$ cat src/rtl/debouncer_multi.sv
// Multi-channel debouncer: per-channel synchroniser, saturating stability counter,
// registered debounced level and one-cycle rise/fall pulses.
module debouncer_multi #(
   parameter int   CHANNELS      = 2,
   parameter int   STABLE_CYCLES = 1000,
   parameter int   SYNC_STAGES   = 2,
   parameter logic RESET_LEVEL   = 1'b1
) (
   input  logic                clk,
   input  logic                resetN,
   input  logic                tickEn,
   input  logic [CHANNELS-1:0] in,
   output logic [CHANNELS-1:0] out,
   output logic [CHANNELS-1:0] rise,
   output logic [CHANNELS-1:0] fall,
   output logic                anyChange
);

   localparam int CNT_W = $clog2(STABLE_CYCLES + 1);
   localparam logic [CNT_W-1:0] CNT_MAX = CNT_W'(STABLE_CYCLES - 1);
   localparam logic [CNT_W-1:0] CNT_ONE = CNT_W'(1);

   logic [CHANNELS-1:0][SYNC_STAGES-1:0] sync_r;
   logic [CHANNELS-1:0][CNT_W-1:0]       cnt_r;
   logic [CHANNELS-1:0][CNT_W-1:0]       cnt_s;
   logic [CHANNELS-1:0]                  level_s;
   logic [CHANNELS-1:0]                  out_r;
   logic [CHANNELS-1:0]                  out_s;
   logic [CHANNELS-1:0]                  load_s;
   logic [CHANNELS-1:0]                  rise_r;
   logic [CHANNELS-1:0]                  fall_r;
   logic                                 any_r;

   // Per-channel counter and level update; the >= guard keeps the counter from wrapping.
   always_comb begin
      cnt_s   = cnt_r;
      out_s   = out_r;
      load_s  = '0;
      level_s = '0;
      for (int i = 0; i < CHANNELS; i++) begin
         level_s[i] = sync_r[i][SYNC_STAGES-1];
         if (level_s[i] == out_r[i]) begin
            cnt_s[i] = '0;
         end else if (!tickEn) begin
            cnt_s[i] = cnt_r[i];
         end else if (cnt_r[i] >= CNT_MAX) begin
            load_s[i] = 1'b1;
            out_s[i]  = level_s[i];
            cnt_s[i]  = '0;
         end else begin
            cnt_s[i] = cnt_r[i] + CNT_ONE;
         end
      end
   end

   // State registers: synchroniser chains, counters, debounced levels and edge pulses.
   always_ff @(posedge clk or negedge resetN) begin
      if (!resetN) begin
         sync_r <= {CHANNELS{{SYNC_STAGES{RESET_LEVEL}}}};
         cnt_r  <= '0;
         out_r  <= {CHANNELS{RESET_LEVEL}};
         rise_r <= '0;
         fall_r <= '0;
         any_r  <= 1'b0;
      end else begin
         for (int i = 0; i < CHANNELS; i++) begin
            sync_r[i] <= {sync_r[i][SYNC_STAGES-2:0], in[i]};
         end
         cnt_r  <= cnt_s;
         out_r  <= out_s;
         rise_r <= load_s & out_s;
         fall_r <= load_s & ~out_s;
         any_r  <= |load_s;
      end
   end

   assign out       = out_r;
   assign rise      = rise_r;
   assign fall      = fall_r;
   assign anyChange = any_r;

endmodule

$ cat config.mk
export PLATFORM = sky130hd
export DESIGN_NAME = debouncer_multi
export DESIGN_NICKNAME = d
export VERILOG_FILES = /design/src/rtl/debouncer_multi.sv
export SDC_FILE = /design/constraint.sdc
export NUM_CORES = 1
export LEC_CHECK = 0
export CAP_MARGIN = 20
export CORE_MARGIN = 4
export CORE_UTILIZATION = 60
export DETAILED_ROUTE_END_ITERATION = 10
export HOLD_SLACK_MARGIN = 0.06
export PLACE_DENSITY = 0.82
export SLEW_MARGIN = 5
export SYNTH_ARGS = -nofsm -noshare
export SYNTH_HDL_FRONTEND = slang
export SYNTH_SLANG_ARGS = --single-unit
export TNS_END_PERCENT = 5
$ cat constraint.sdc
create_clock -name clk -period 4.5 [get_ports clk]
set_input_delay 0.9 -clock clk [delete_from_list [all_inputs] [get_ports clk]]
set_output_delay 0.9 -clock clk [all_outputs]
set_load 0.05 [all_outputs]
# After elaboration in Yosys (flattened, before gate mapping)
# Cells that the tools add are included.
# totals
regBits,31
inputBits,5
out_inout_bits,7
# op_classes
add_sub_neg,2
n_lt_le_gt_ge,2
eq_ne,2
muxes,18
bitwise,3
reduce_logical,3
# ops
cell,count
10-bit two-way mux,6
"10-bit by 1-bit adder with 10-bit output, second input constant",2
"10-bit greater-or-equal comparator, second input constant",2
1-bit two-way mux,12
2-bit bitwise AND,2
2-bit nonzero test,2
1-bit == test,2
2-bit NOT,1
2-bit OR reduction,1

# Depth between registers and ports, before layout
# logic_depth
depth_word,6
mapped_depth,6

# Least setup slack after synthesis
# No wires, ideal clock.
# synth_path
kind,in2reg
startpoint,input port tickEn
endpoint,"register out_r[1], in the netlist out[1]"
t_arrival_ns,1.724
required_time_ns,4.415
slack_ns,2.692
stages,4
n_path_buf,2
path_cell_list,clkbuf_1 buf_2 nand2_1 mux2_1
# synth_between
elab_chain_len,2
# synth_lines
item,line,text
"start, declared",11,"input logic tickEn,"
1-bit two-way mux,44,end else if (!tickEn) begin
1-bit two-way mux,42,if (level_s[i] == out_r[i]) begin
via out_s[1],28,logic [CHANNELS-1:0] out_s;
"end signal, assigned",61,out_r <= {CHANNELS{RESET_LEVEL}};
"end signal, assigned",70,out_r <= out_s;
"end, declared",27,logic [CHANNELS-1:0] out_r;
# The timed path passes the listed nets, and every way through them passes these cells.
# A chain may end at the register's enable or synchronous reset.

# Final worst setup path
# layout_path
startpoint,"register out_r[1], in the netlist out[1]"
endpoint,output port out[1]
# layout_rtl
item,line,text
"end, declared",13,"output logic [CHANNELS-1:0] out,"
# No word-level cell between the ends.

==> results by group <==
Worst setup path
  – CP max FO: 5
  – Bufs and invs on worst path: 1
  – CP Class: register to output port
  – Critical Path RT: 3.60 ns
  – Worst setup EP type: output port
  – Critical Path AT: 1.78 ns
  – CP peak stage delay: 0.83 ns
  – Critical Path, Cell by Cell: clkdlybuf4s50_1
  – Crit path max-delay family: buffers and inverters
  – Reg2Reg Depth: 5
  – Levels on crit path: 1
  – Critical path's slowest cell: clkdlybuf4s50_1
  – Startpoint types: register

Yosys
  – Synth top cells by count: 25 x dfrtp_1, 14 x nor2_1, 11 x xor2_1
  – Synth Warn #: 0
  – Sequential area share after synthesis: 54.4%
  – Syn_area_per_cell: 11.4 um2
  – Synth unique cells: 35
  – Mapped Cells: 126
  – Synth top area share: 43.4%
  – Cell Area, Synth: 1440 um2
  – Cell taking the most area after synthesis: dfrtp_1
  – Seq cells post-synth: 31
  – Post-synth EDFFs: 0
  – Post-synth ARST share: 100%
  – Top-count cell post-synth: dfrtp_1
  – Most used DFF post-synth: dfrtp_1
  – Post-Syn Nets: 133
  – Synth area leaders: dfrtp_1 43%, dfstp_2 11%, xor2_1 6.7%

Floorplan
  – Core area: 2250 um2
  – DIE AREA: 3250 um2
  – Die height: 57.0 um
  – # rows: 17
  – Die W: 57.0 um
  – Initial core utilization: 63.9%
  – Num ports: 12

Clock network
  – # hold bufs at CTS: 0
  – H-tree depth: 2
  – Worst skew pair latency: 0.32 ns
  – Longest Clk Path Bufs: 2
  – Clock Tree Root: clkbuf_4
  – Total CTS buffers: 5
  – PostCTS Resize Cnt: 0
  – Setup Fix Bufs, Post-CTS: 0
  – CTS sink count: 31
  – CTS tree: built
  – Clock slew at reported path FFs: 0.09 ns

STA
  – Fmax: 374 MHz
  – Final worst clock skew: 0.0151 ns
  – Final min period: 2.68 ns
  – RSZ-0062 raised after global routing: no
  – Worst-margin pin slew: 0.764 ns
  – Final hold violations: 0
  – Fin. max-slew vios: 0
  – Final setup fails: 0
  – Sum Neg Setup Slack: 0 ns
  – Headroom to the max-slew limit: 48.9%
  – Fin crit share: 59.5%

GRT
  – Initial antenna violation count: 0
  – First-pass GRT wire length: 4.44 mm
  – Vias in the first global route: 1030
  – Pin count of the biggest net entering global routing: 32
  – GRT overflow: 0
  – All-Layer GR Usage: 17.6%

Power
  – Tot Pwr: 473 uW
  – PwrDens: 289 nW/um2
  – Static Leak: 0.740 nW
  – VDD IR max: 0.000268 V

Outcome
  – Outcome: finished clean

Cells and area
  – P&R area growth vs syn: 13.6%
  – # diodes: 0
  – Area of the multi-input gates: 641 um2
  – Fillers: 173
  – Share of cells above drive strength 1: 14.1%
  – Final layout net count: 149
  – Register area: 783 um2

Drt
  – DR iter-0 viols: 31
  – DRT antenna net count: 0
  – Routed via count: 1032
  – Wire per inst: 15.1 um
  – DR vias/cell: 6.07
  – DR pass1 iterations: 5
  – DRC Markers: 0
  – Routed Wire Length: 2.57 mm

Hold path
  – Hold Crit Depth: 0
  – Hold Path Class: register to register

Place
  – Hpwl dp: 1.84 mm
  – Gpl congestion: 0.767
  – Port bufs: 11

Flow run
  – Max-cap violation count: 0
==> per-stage QoR <==
step           std cells  cell area (um2)  hold WS (ns)  utilization (%)  setup WS [ns]
3_3_place_gp         163             1580         0.346             70.1           1.80
3_5_place_dp         163             1580         0.351             70.1           1.71
4_1_cts              170             1640         0.363             72.6           1.81
5_1_grt              170             1640         0.369             72.6           1.78
6_report             170             1640         0.360             72.6           1.82
2_1_floorplan        126             1440         0.345                -           2.69
==> kinds of logic (layout without fill, tap and decap cells) <==
family | count (synthesis) | count (layout) | share of synthesized area [%]
AND/OR/NAND/NOR | 50 | 50 | 19.1
flip-flops | 31 | 31 | 54.4
AO/OA/AOI/OAI | 24 | 24 | 12.3
XOR/XNOR | 13 | 13 | 9.73
buffers and inverters | 4 | 20 | 1.13
adder cells (fa/ha/maj) | 2 | 2 | 1.74
multiplexers | 2 | 2 | 1.56
==> final cells by class <==
cell class	count	share of cell area, %
inverters	1	0.229
flip-flops and latches	31	47.9
well taps	28	2.14
clock inverters	1	0.306
repair buffers	12	7.19
multi-input cells	91	39.1
clock buffers	6	3.13
==> cell usage in the layout, fill, tap and decap left out, types with 2 or more instances in the layout <==
master,Yosys,final
a211o_1,2,2
a21oi_1,6,6
a31oi_1,2,2
and3_1,6,6
and4_1,3,3
clkbuf_4,0,5
clkdlybuf4s50_1,0,11
dfrtp_1,25,25
dfstp_2,6,6
ha_1,2,2
nand2_1,8,8
nand2b_1,4,4
nand3_1,3,3
nand3b_1,2,2
nor2_1,14,14
nor3b_1,4,4
o2111ai_1,3,3
o2111ai_2,2,2
o211ai_1,3,3
o21ai_0,2,2
or3_1,2,2
xor2_1,11,11
==> routing by layer <==
layer,vias up,GRT usage (%),wire length [um]
met5,-,0,0
met4,0,7.62,39
met3,7,5.20,110
met2,26,28.4,1280
met1,509,22.2,1140
li1,490,-,-
==> registers in the layout (all words and copies together), names as in the netlist <==
register / count
fall: 2
sync_r: 2
cnt_r: 20
anyChange: 1
level_s: 2
rise: 2
out: 2
==> power by group <==
part           internal [mW]  switching [mW]  leakage [nW]  total [mW]
logic                 0.0104          0.0164         0.296      0.0268
clock network         0.0722          0.0848        0.0341       0.157
registers              0.284         0.00503         0.409       0.289
total                  0.367           0.106         0.740       0.473
==> final timing paths <==
| kind | start | to | slack, ns |
|---|---|---|---|
| max reg2reg | cnt_r[0] | cnt_r[7] | 2.71 |
| min | sync_r[0] | level_s[0] | 0.36 |
| max in group asynchronous | resetN | out[0] | 3.22 |
| min in group asynchronous | resetN | cnt_r[12] | 0.95 |
| max | out[1] | out[1] | 1.82 |
| min reg2reg | sync_r[0] | level_s[0] | 0.36 |
Power figures use the tool's default switching activity.
